## src/rtl/regfile_sb_if.sv

```systemverilog
// regfile_sb_if: decode-side read, writeback, scoreboard mark and status signals of regfile_sb.
interface regfile_sb_if #(
  parameter int DATA_W = 16,
  parameter int ADDR_W = 4
);
  logic [ADDR_W-1:0] rd_addr1, rd_addr2;
  logic [DATA_W-1:0] rd_data1, rd_data2;
  logic              rd_busy1, rd_busy2;
  logic              wa_en;
  logic [ADDR_W-1:0] wa_addr;
  logic [DATA_W-1:0] wa_data;
  logic              wb_en;
  logic [ADDR_W-1:0] wb_addr;
  logic [DATA_W-1:0] wb_data;
  logic              mark_en;
  logic [ADDR_W-1:0] mark_addr;
  logic              any_busy;
  logic              wr_hazard;
  modport master (
    output rd_addr1, rd_addr2, wa_en, wa_addr, wa_data, wb_en, wb_addr, wb_data, mark_en, mark_addr,
    input  rd_data1, rd_data2, rd_busy1, rd_busy2, any_busy, wr_hazard
  );
  modport slave (
    input  rd_addr1, rd_addr2, wa_en, wa_addr, wa_data, wb_en, wb_addr, wb_data, mark_en, mark_addr,
    output rd_data1, rd_data2, rd_busy1, rd_busy2, any_busy, wr_hazard
  );
endinterface

```

## src/rtl/regfile_sb.sv

```systemverilog
// regfile_sb: 2-read/2-write register file with a per-register load busy scoreboard.
// Define REGFILE_BYPASS_EN for write-through forwarding on the read ports.
module regfile_sb #(
  parameter int DATA_W   = 16,
  parameter int ADDR_W   = 4,
  parameter int ZERO_REG = 1
) (
  input logic         clk,
  input logic         rst_n,
  regfile_sb_if.slave bus
);
  localparam int DEPTH = 1 << ADDR_W;
  logic [DATA_W-1:0] regs [DEPTH];
  logic [DEPTH-1:0]  busy, busy_n;
  logic              wa_e, wb_e, mark_e, hazard;

  function automatic logic is_zero(input logic [ADDR_W-1:0] a);
    return ZERO_REG != 0 && a == '0;
  endfunction

  function automatic logic [DATA_W-1:0] rd(input logic [ADDR_W-1:0] a);
`ifdef REGFILE_BYPASS_EN
    return (!rst_n || is_zero(a)) ? '0 :
           (wa_e && bus.wa_addr == a) ? bus.wa_data :
           (wb_e && bus.wb_addr == a) ? bus.wb_data : regs[a];
`else
    return (!rst_n || is_zero(a)) ? '0 : regs[a];
`endif
  endfunction

  function automatic logic rb(input logic [ADDR_W-1:0] a);
`ifdef REGFILE_BYPASS_EN
    return (!rst_n || is_zero(a)) ? 1'b0 :
           (wb_e && bus.wb_addr == a && !(mark_e && bus.mark_addr == a)) ? 1'b0 : busy[a];
`else
    return (!rst_n || is_zero(a)) ? 1'b0 : busy[a];
`endif
  endfunction

  // Register 0 traffic is masked here so it neither writes, marks nor raises a hazard.
  always_comb begin
    wa_e   = bus.wa_en && !is_zero(bus.wa_addr);
    wb_e   = bus.wb_en && !is_zero(bus.wb_addr);
    mark_e = bus.mark_en && !is_zero(bus.mark_addr);
    busy_n = busy;
    if (wb_e) busy_n[bus.wb_addr] = 1'b0;
    if (mark_e) busy_n[bus.mark_addr] = 1'b1;
    hazard = (wa_e && wb_e && bus.wa_addr == bus.wb_addr) ||
             (wa_e && busy[bus.wa_addr]) ||
             (wb_e && !busy[bus.wb_addr]) ||
             (mark_e && busy[bus.mark_addr]);
    bus.rd_data1 = rd(bus.rd_addr1);
    bus.rd_data2 = rd(bus.rd_addr2);
    bus.rd_busy1 = rb(bus.rd_addr1);
    bus.rd_busy2 = rb(bus.rd_addr2);
  end

  // Port A is written last so it wins an address collision with port B.
  always_ff @(posedge clk or negedge rst_n)
    if (!rst_n) begin
      regs          <= '{default: '0};
      busy          <= '0;
      bus.any_busy  <= 1'b0;
      bus.wr_hazard <= 1'b0;
    end else begin
      if (wb_e) regs[bus.wb_addr] <= bus.wb_data;
      if (wa_e) regs[bus.wa_addr] <= bus.wa_data;
      busy          <= busy_n;
      bus.any_busy  <= |busy_n;
      bus.wr_hazard <= hazard;
    end
endmodule

```

## src/flat_wrapper.sv

```systemverilog
// flat-port wrapper written by rule: the top's interface ports become plain ports
module regfile_sb_flat 
#(
  parameter int DATA_W   = 16,
  parameter int ADDR_W   = 4,
  parameter int ZERO_REG = 1
)
  (clk, rst_n, bus_rd_addr1, bus_rd_addr2, bus_wa_en, bus_wa_addr, bus_wa_data, bus_wb_en, bus_wb_addr, bus_wb_data, bus_mark_en, bus_mark_addr, bus_rd_data1, bus_rd_data2, bus_rd_busy1, bus_rd_busy2, bus_any_busy, bus_wr_hazard);
  regfile_sb_if #(.DATA_W(DATA_W), .ADDR_W(ADDR_W)) bus_i ();
  input logic clk;
  input logic rst_n;
  input wire logic [$bits(bus_i.rd_addr1)-1:0] bus_rd_addr1;
  input wire logic [$bits(bus_i.rd_addr2)-1:0] bus_rd_addr2;
  input wire logic [$bits(bus_i.wa_en)-1:0] bus_wa_en;
  input wire logic [$bits(bus_i.wa_addr)-1:0] bus_wa_addr;
  input wire logic [$bits(bus_i.wa_data)-1:0] bus_wa_data;
  input wire logic [$bits(bus_i.wb_en)-1:0] bus_wb_en;
  input wire logic [$bits(bus_i.wb_addr)-1:0] bus_wb_addr;
  input wire logic [$bits(bus_i.wb_data)-1:0] bus_wb_data;
  input wire logic [$bits(bus_i.mark_en)-1:0] bus_mark_en;
  input wire logic [$bits(bus_i.mark_addr)-1:0] bus_mark_addr;
  output wire logic [$bits(bus_i.rd_data1)-1:0] bus_rd_data1;
  output wire logic [$bits(bus_i.rd_data2)-1:0] bus_rd_data2;
  output wire logic [$bits(bus_i.rd_busy1)-1:0] bus_rd_busy1;
  output wire logic [$bits(bus_i.rd_busy2)-1:0] bus_rd_busy2;
  output wire logic [$bits(bus_i.any_busy)-1:0] bus_any_busy;
  output wire logic [$bits(bus_i.wr_hazard)-1:0] bus_wr_hazard;
  assign bus_i.rd_addr1 = bus_rd_addr1;
  assign bus_i.rd_addr2 = bus_rd_addr2;
  assign bus_i.wa_en = bus_wa_en;
  assign bus_i.wa_addr = bus_wa_addr;
  assign bus_i.wa_data = bus_wa_data;
  assign bus_i.wb_en = bus_wb_en;
  assign bus_i.wb_addr = bus_wb_addr;
  assign bus_i.wb_data = bus_wb_data;
  assign bus_i.mark_en = bus_mark_en;
  assign bus_i.mark_addr = bus_mark_addr;
  assign bus_rd_data1 = bus_i.rd_data1;
  assign bus_rd_data2 = bus_i.rd_data2;
  assign bus_rd_busy1 = bus_i.rd_busy1;
  assign bus_rd_busy2 = bus_i.rd_busy2;
  assign bus_any_busy = bus_i.any_busy;
  assign bus_wr_hazard = bus_i.wr_hazard;
  regfile_sb #(.DATA_W(DATA_W), .ADDR_W(ADDR_W), .ZERO_REG(ZERO_REG)) u_core (.clk(clk), .rst_n(rst_n), .bus(bus_i));
endmodule
```

## config.mk

```make
export PLATFORM = sky130hd
export DESIGN_NAME = regfile_sb_flat
export DESIGN_NICKNAME = d
export VERILOG_FILES = /design/src/rtl/regfile_sb_if.sv /design/src/rtl/regfile_sb.sv /design/src/flat_wrapper.sv
export SDC_FILE = /design/constraint.sdc
export NUM_CORES = 1
export LEC_CHECK = 0
export ABC_AREA = 1
export CORE_ASPECT_RATIO = 1.75
export CORE_MARGIN = 8
export CORE_UTILIZATION = 39
export DETAILED_ROUTE_END_ITERATION = 6
export GPL_TIMING_DRIVEN = 0
export SETUP_SLACK_MARGIN = 0.3
export SLEW_MARGIN = 20
export SYNTH_ARGS = -nofsm -noshare
export SYNTH_HDL_FRONTEND = slang
export SYNTH_SLANG_ARGS = --single-unit
export TNS_END_PERCENT = 50
```

## constraint.sdc

```tcl
create_clock -name clk -period 3.69 [get_ports clk]
set_clock_uncertainty 0.2 [all_clocks]
set_input_delay 0.5535 -clock clk [delete_from_list [all_inputs] [get_ports clk]]
set_output_delay 0.5535 -clock clk [all_outputs]
set_load 0.01 [all_outputs]
```

* Yosys cells after proc, flatten, opt, wreduce, memory -nomap -nowiden
Index checks and enable logic that the tools add are counted.
Operators by class: order comparisons 13, equal/unequal tests 1, mux-type cells 34, bitwise operators 7, reductions and logical operators 28
Operators with widths (count):
- $bwmux 256 | 2
- $mux 256 | 2
- $mux 16 | 10
- $bmux 16 s4 | 2
- $demux 16 s4 | 2
- $lt 4x5->1 const B | 5
- $bmux 1 s4 | 5
- $ge 5x5->1 const B | 4
- $logic_not 4->1 | 5
- $not 4->5 | 4
- $and 16x16->16 | 1
- $not 16->16 | 1
- $or 16x16->16 | 1
- $reduce_or 16->1 | 1
- $logic_and 1x1->1 | 12
- $lt 5x1->1 const B | 2
- $mux 1 | 9
- $demux 1 s4 | 2
- $ge 4x1->1 const B | 2
- $logic_not 1->1 | 5
- $logic_or 1x1->1 | 5
- $eq 4x4->1 | 1
Storage, ports and cells: bits in registers 274, input port bits 57, word-level logic and storage cells 102

* Logic depth before layout (Yosys ltp)
depth after elaboration 10, depth in mapped cells 12

* Worst setup path before layout
No wires, ideal clock.
path kind input -> output, start point input bus_rd_addr2[3], end point output bus_rd_data2[4], arrival 1747 ps, setup slack 1190 ps, stages 7, buffers on the path 2, cells stage by stage clkbuf_1 -> nor2_1 -> clkbuf_1 -> nand2_1 -> nand2_1 -> inv_1 -> a21oi_1
Between the ends: cells in the longest elaborated chain, start to end 5, elaborated cells between the ends (all ways) 7
RTL lines:
- from (decl) | RTL line flat_wrapper.sv:13 | input wire logic [$bits(bus_i.rd_addr2)-1:0] bus_rd_addr2;
- $not 4->5 (implied by the code) | RTL line regfile_sb.sv:27 | return (!rst_n || is_zero(a)) ? '0 : regs[a];
- $bmux 16 s4 | RTL line regfile_sb.sv:27
- $mux 16 (implied by the code) (2 in a row) | RTL line regfile_sb.sv:27
- $mux 16 * | RTL line regfile_sb.sv:27
- to (decl) | RTL line flat_wrapper.sv:23 | output wire logic [$bits(bus_i.rd_data2)-1:0] bus_rd_data2;
Mark *: on every way between the ends. The rest lies on a longest branch, timed or not. The select of a mux whose other input is x is not followed.

* Worst setup path in the final report
start point input bus_rd_addr2[0], end point output bus_rd_data2[10]
Same word-level chain as after synthesis.

==> results.md <==
* Initial DRC Count at 2859
* Boundary Pins at 93
* Flop and latch count out of synthesis at 274
* Maximum vdd ir drop at 0.386 mV
* Fin area at 0.0211 sq mm
* DR vias/cell at 6.45
* WL/cell at 32.1 um
* Outcome: complete, no violations
* Buffer and inverter count on the worst path at 5
* Pleak at 9.65 nW
* Finish-stage setup viols at 0
* Via count at 21400
* Hpwl dp at 78800 um
* First-pass iteration count of the detailed router at 6
* Syn Nets at 2641
* Largest net degree at the start of global routing at 82
* Nets at 2771
* Clock buffer depth at 3
* Die Height at 300 um
* Worst slew pin tran at 1.33 ns
* CTS buffer count at 29
* H-tree Lvls at 1
* Mapped cell area at 0.0179 sq mm
* Critical-path cell with the highest stage delay: clkdlybuf4s50_1
* Skew-Pair Late Insertion Delay at 0.60 ns
* Clock Sinks at 274
* RSZ-0062 raised after global routing: yes
* Met3 Track Usage GR at 0.0771
* EDFF count, synth at 0
* Vias in the first global route at 20600
* CP Data Arrival Time at 2.81 ns
* Slew Viols, Final at 0
* Pwr Density at 518 mW/mm^2
* WL final at 107000 um
* Max-cap viol count at 0
* Fillers at 4736
* Startpoint Class: input pin
* DIE AREA at 0.0534 sq mm
* GRT Util Overall at 0.391
* GR Overflow Total at 0
* Final ANT Viol Nets at 0
* Top_reg_cell synth: dfrtp_1
* CTS tree: done
* IO Port Bufs at 83
* Req. time, crit path at 2.94 ns
* Sequential element share of the synthesized area at 0.382
* Met1 Track Usage GR at 0.419
* Crit path capture type: primary output
* Initial antenna violation count at 2
* Worst slew margin relative to its limit at 0.115
* Residual DRC count at 0
* Proportion of layout cells with a drive suffix above 1 at 0.0816
* Num rows at 104
* Gr busiest metal: met2
* Unique cell type count in the Yosys netlist at 26
* Max Fclk at 0.280 GHz
* Placed cells at 3253
* CP dominant cell by count: nand2_1
* Initial Util at 0.393
* Die width at 178 um
* Dpl cell area at 0.0196 sq mm
* First-pass GRT wire length at 148000 um
* Total area of sequential cells at 0.00686 sq mm
* Mapped Cells at 2584
* Critical path class: input pin to primary output
* Setup TNS at 0 ns
* Core box area at 0.0457 sq mm
* Multi-input gate area at 0.00929 sq mm
* Synth async-reset ratio at 1.00
* Finished Layout Cells at 3318
* Crit path max-delay family: buffers and inverters
* Worst-path clk slew at 0.07 ns
* Synth warnings at 0
* Layout area overhead at 17.9%
* Met2 usage at 0.632
* Crit-path cells: clkdlybuf4s15_2 -> buf_4 -> clkbuf_2 -> a21oi_1 -> o21ai_0 -> nand2_1 -> nand2_1 -> nand2_1 -> inv_1 -> a21oi_1 -> clkdlybuf4s50_1
* Mean Syn Cell Area at 6.94 sq um
* Hold crit path type: input pin to async pin
* Placer Congestion at 1.14
* Tmin final at 3.57 ns
* Slowest cell delay on critical path at 0.56 ns
* Crit share post-route at 0.966
* Worst Path Max Fanout at 10
* Root buf cell: clkbuf_16
* Final hold vios at 0
-- where the power goes --
| part | switching, mW | internal [mW] |
|---|---|---|
| registers | 0.736 | 3.70 |
| clock network | 1.36 | 1.77 |
| logic | 2.24 | 1.13 |
| total | 4.34 | 6.60 |
-- cells in the final DEF (no fill, tap or decap), drive strengths merged, types with 3 or more instances in the layout --
| cell | instances |
|---|---|
| a21oi | 230 |
| a31oi | 3 |
| buf | 77 |
| bufbuf | 3 |
| bufinv | 3 |
| clkbuf | 217 |
| clkdlybuf4s50 | 58 |
| clkinv | 16 |
| dfrtp | 274 |
| dlygate4sd2 | 9 |
| dlygate4sd3 | 4 |
| dlymetal6s2s | 13 |
| inv | 233 |
| nand2 | 507 |
| nand3 | 128 |
| nand4 | 9 |
| nor2 | 137 |
| nor3 | 35 |
| o211ai | 193 |
| o21a | 63 |
| o21ai | 404 |
| o22ai | 112 |
-- registers in the layout, summed over array words and instances (netlist names) --
name                  flops
u_core.regs             256
u_core.busy              16
u_core.bus.any_busy       1
u_core.bus.wr_hazard      1
-- worst min-delay path, stage by stage --
cell and delay [ns]:
buf_16 0.10, buf_16 0.11, buf_16 0.12, bufbuf_16 0.36
-- logic make-up after synthesis --
| group | Yosys count | share of synthesized area |
|---|---|---|
| simple gates | 817 | 0.187 |
| flops | 274 | 0.382 |
| buf+inv | 486 | 0.106 |
| compound gates | 1007 | 0.325 |
-- synthesized netlist by cell type, types with 8 or more instances --
cell type,instances,share of area
nor2_1,127,0.027
o21ai_1,8,0.0022
dfrtp_1,274,0.38
buf_2,48,0.013
clkbuf_1,174,0.036
o211ai_1,193,0.081
inv_1,224,0.047
a21oi_1,230,0.064
o21a_1,63,0.026
nor2_2,8,0.0028
clkinv_1,12,0.0025
o21ai_0,396,0.11
o22ai_1,112,0.039
nor3_1,35,0.0098
buf_1,18,0.0038
nand3_1,127,0.035
nand2_1,507,0.11
-- timing repair --
action,CTS,global route
resized for setup,109,40
hold endpoints to repair,71,0
buffers inserted,1,0
endpoints found under the setup margin,34,28
cloned,3,0
hold buffers,9,0
pin swaps,8,7
-- metrics by stage --
step | power [mW] | utilization | setup slack (ns) | hold slack [ns]
2_1_floorplan | 5.98 | - | 1.19 | 0.0579
3_3_place_gp | 7.50 | 0.427 | -12.14 | 0.252
3_5_place_dp | 7.59 | 0.429 | -0.606 | 0.263
4_1_cts | 10.7 | 0.461 | 0.128 | 0.0898
5_1_grt | 11.3 | 0.463 | 0.0847 | 0.112
6_report | 10.9 | 0.463 | 0.124 | 0.0952
-- layout make-up --
class / instances / share of cell area
multi-input cells: 1824 / 0.439
flip-flops and latches: 274 / 0.324
repair buffers: 99 / 0.0578
plain buffers: 244 / 0.0541
inverters: 242 / 0.0434
clock buffers: 40 / 0.0386
well taps: 583 / 0.0345
clock inverters: 11 / 0.00763
diodes: 1 / 0.000118
-- final timing paths --
| path | startpoint | endpoint | slack [ns] | depth (start not counted) |
|---|---|---|---|---|
| hold / removal | rst_n | u_core.regs[255] | 0.1 | 4 |
| min in group clk | u_core.regs[255] | u_core.regs[255] | 0.28 | 1 |
| setup / recovery | bus_rd_addr2[0] | bus_rd_data2[10] | 0.12 | 11 |
| hold reg to reg | u_core.regs[255] | u_core.regs[255] | 0.28 | 1 |
| setup reg to reg | u_core.busy[8] | u_core.bus.wr_hazard | 2.03 | 8 |
| max in group asynchronous | rst_n | u_core.regs[95] | 2.04 | 3 |
-- routing by layer --
layer	wire [um]	vias to the layer above
met5	0	-
met4	12400	0
met3	9490	512
met2	49700	1517
met1	35100	10300
li1	-	9126
No activity file was read; power rests on OpenSTA's default activity.
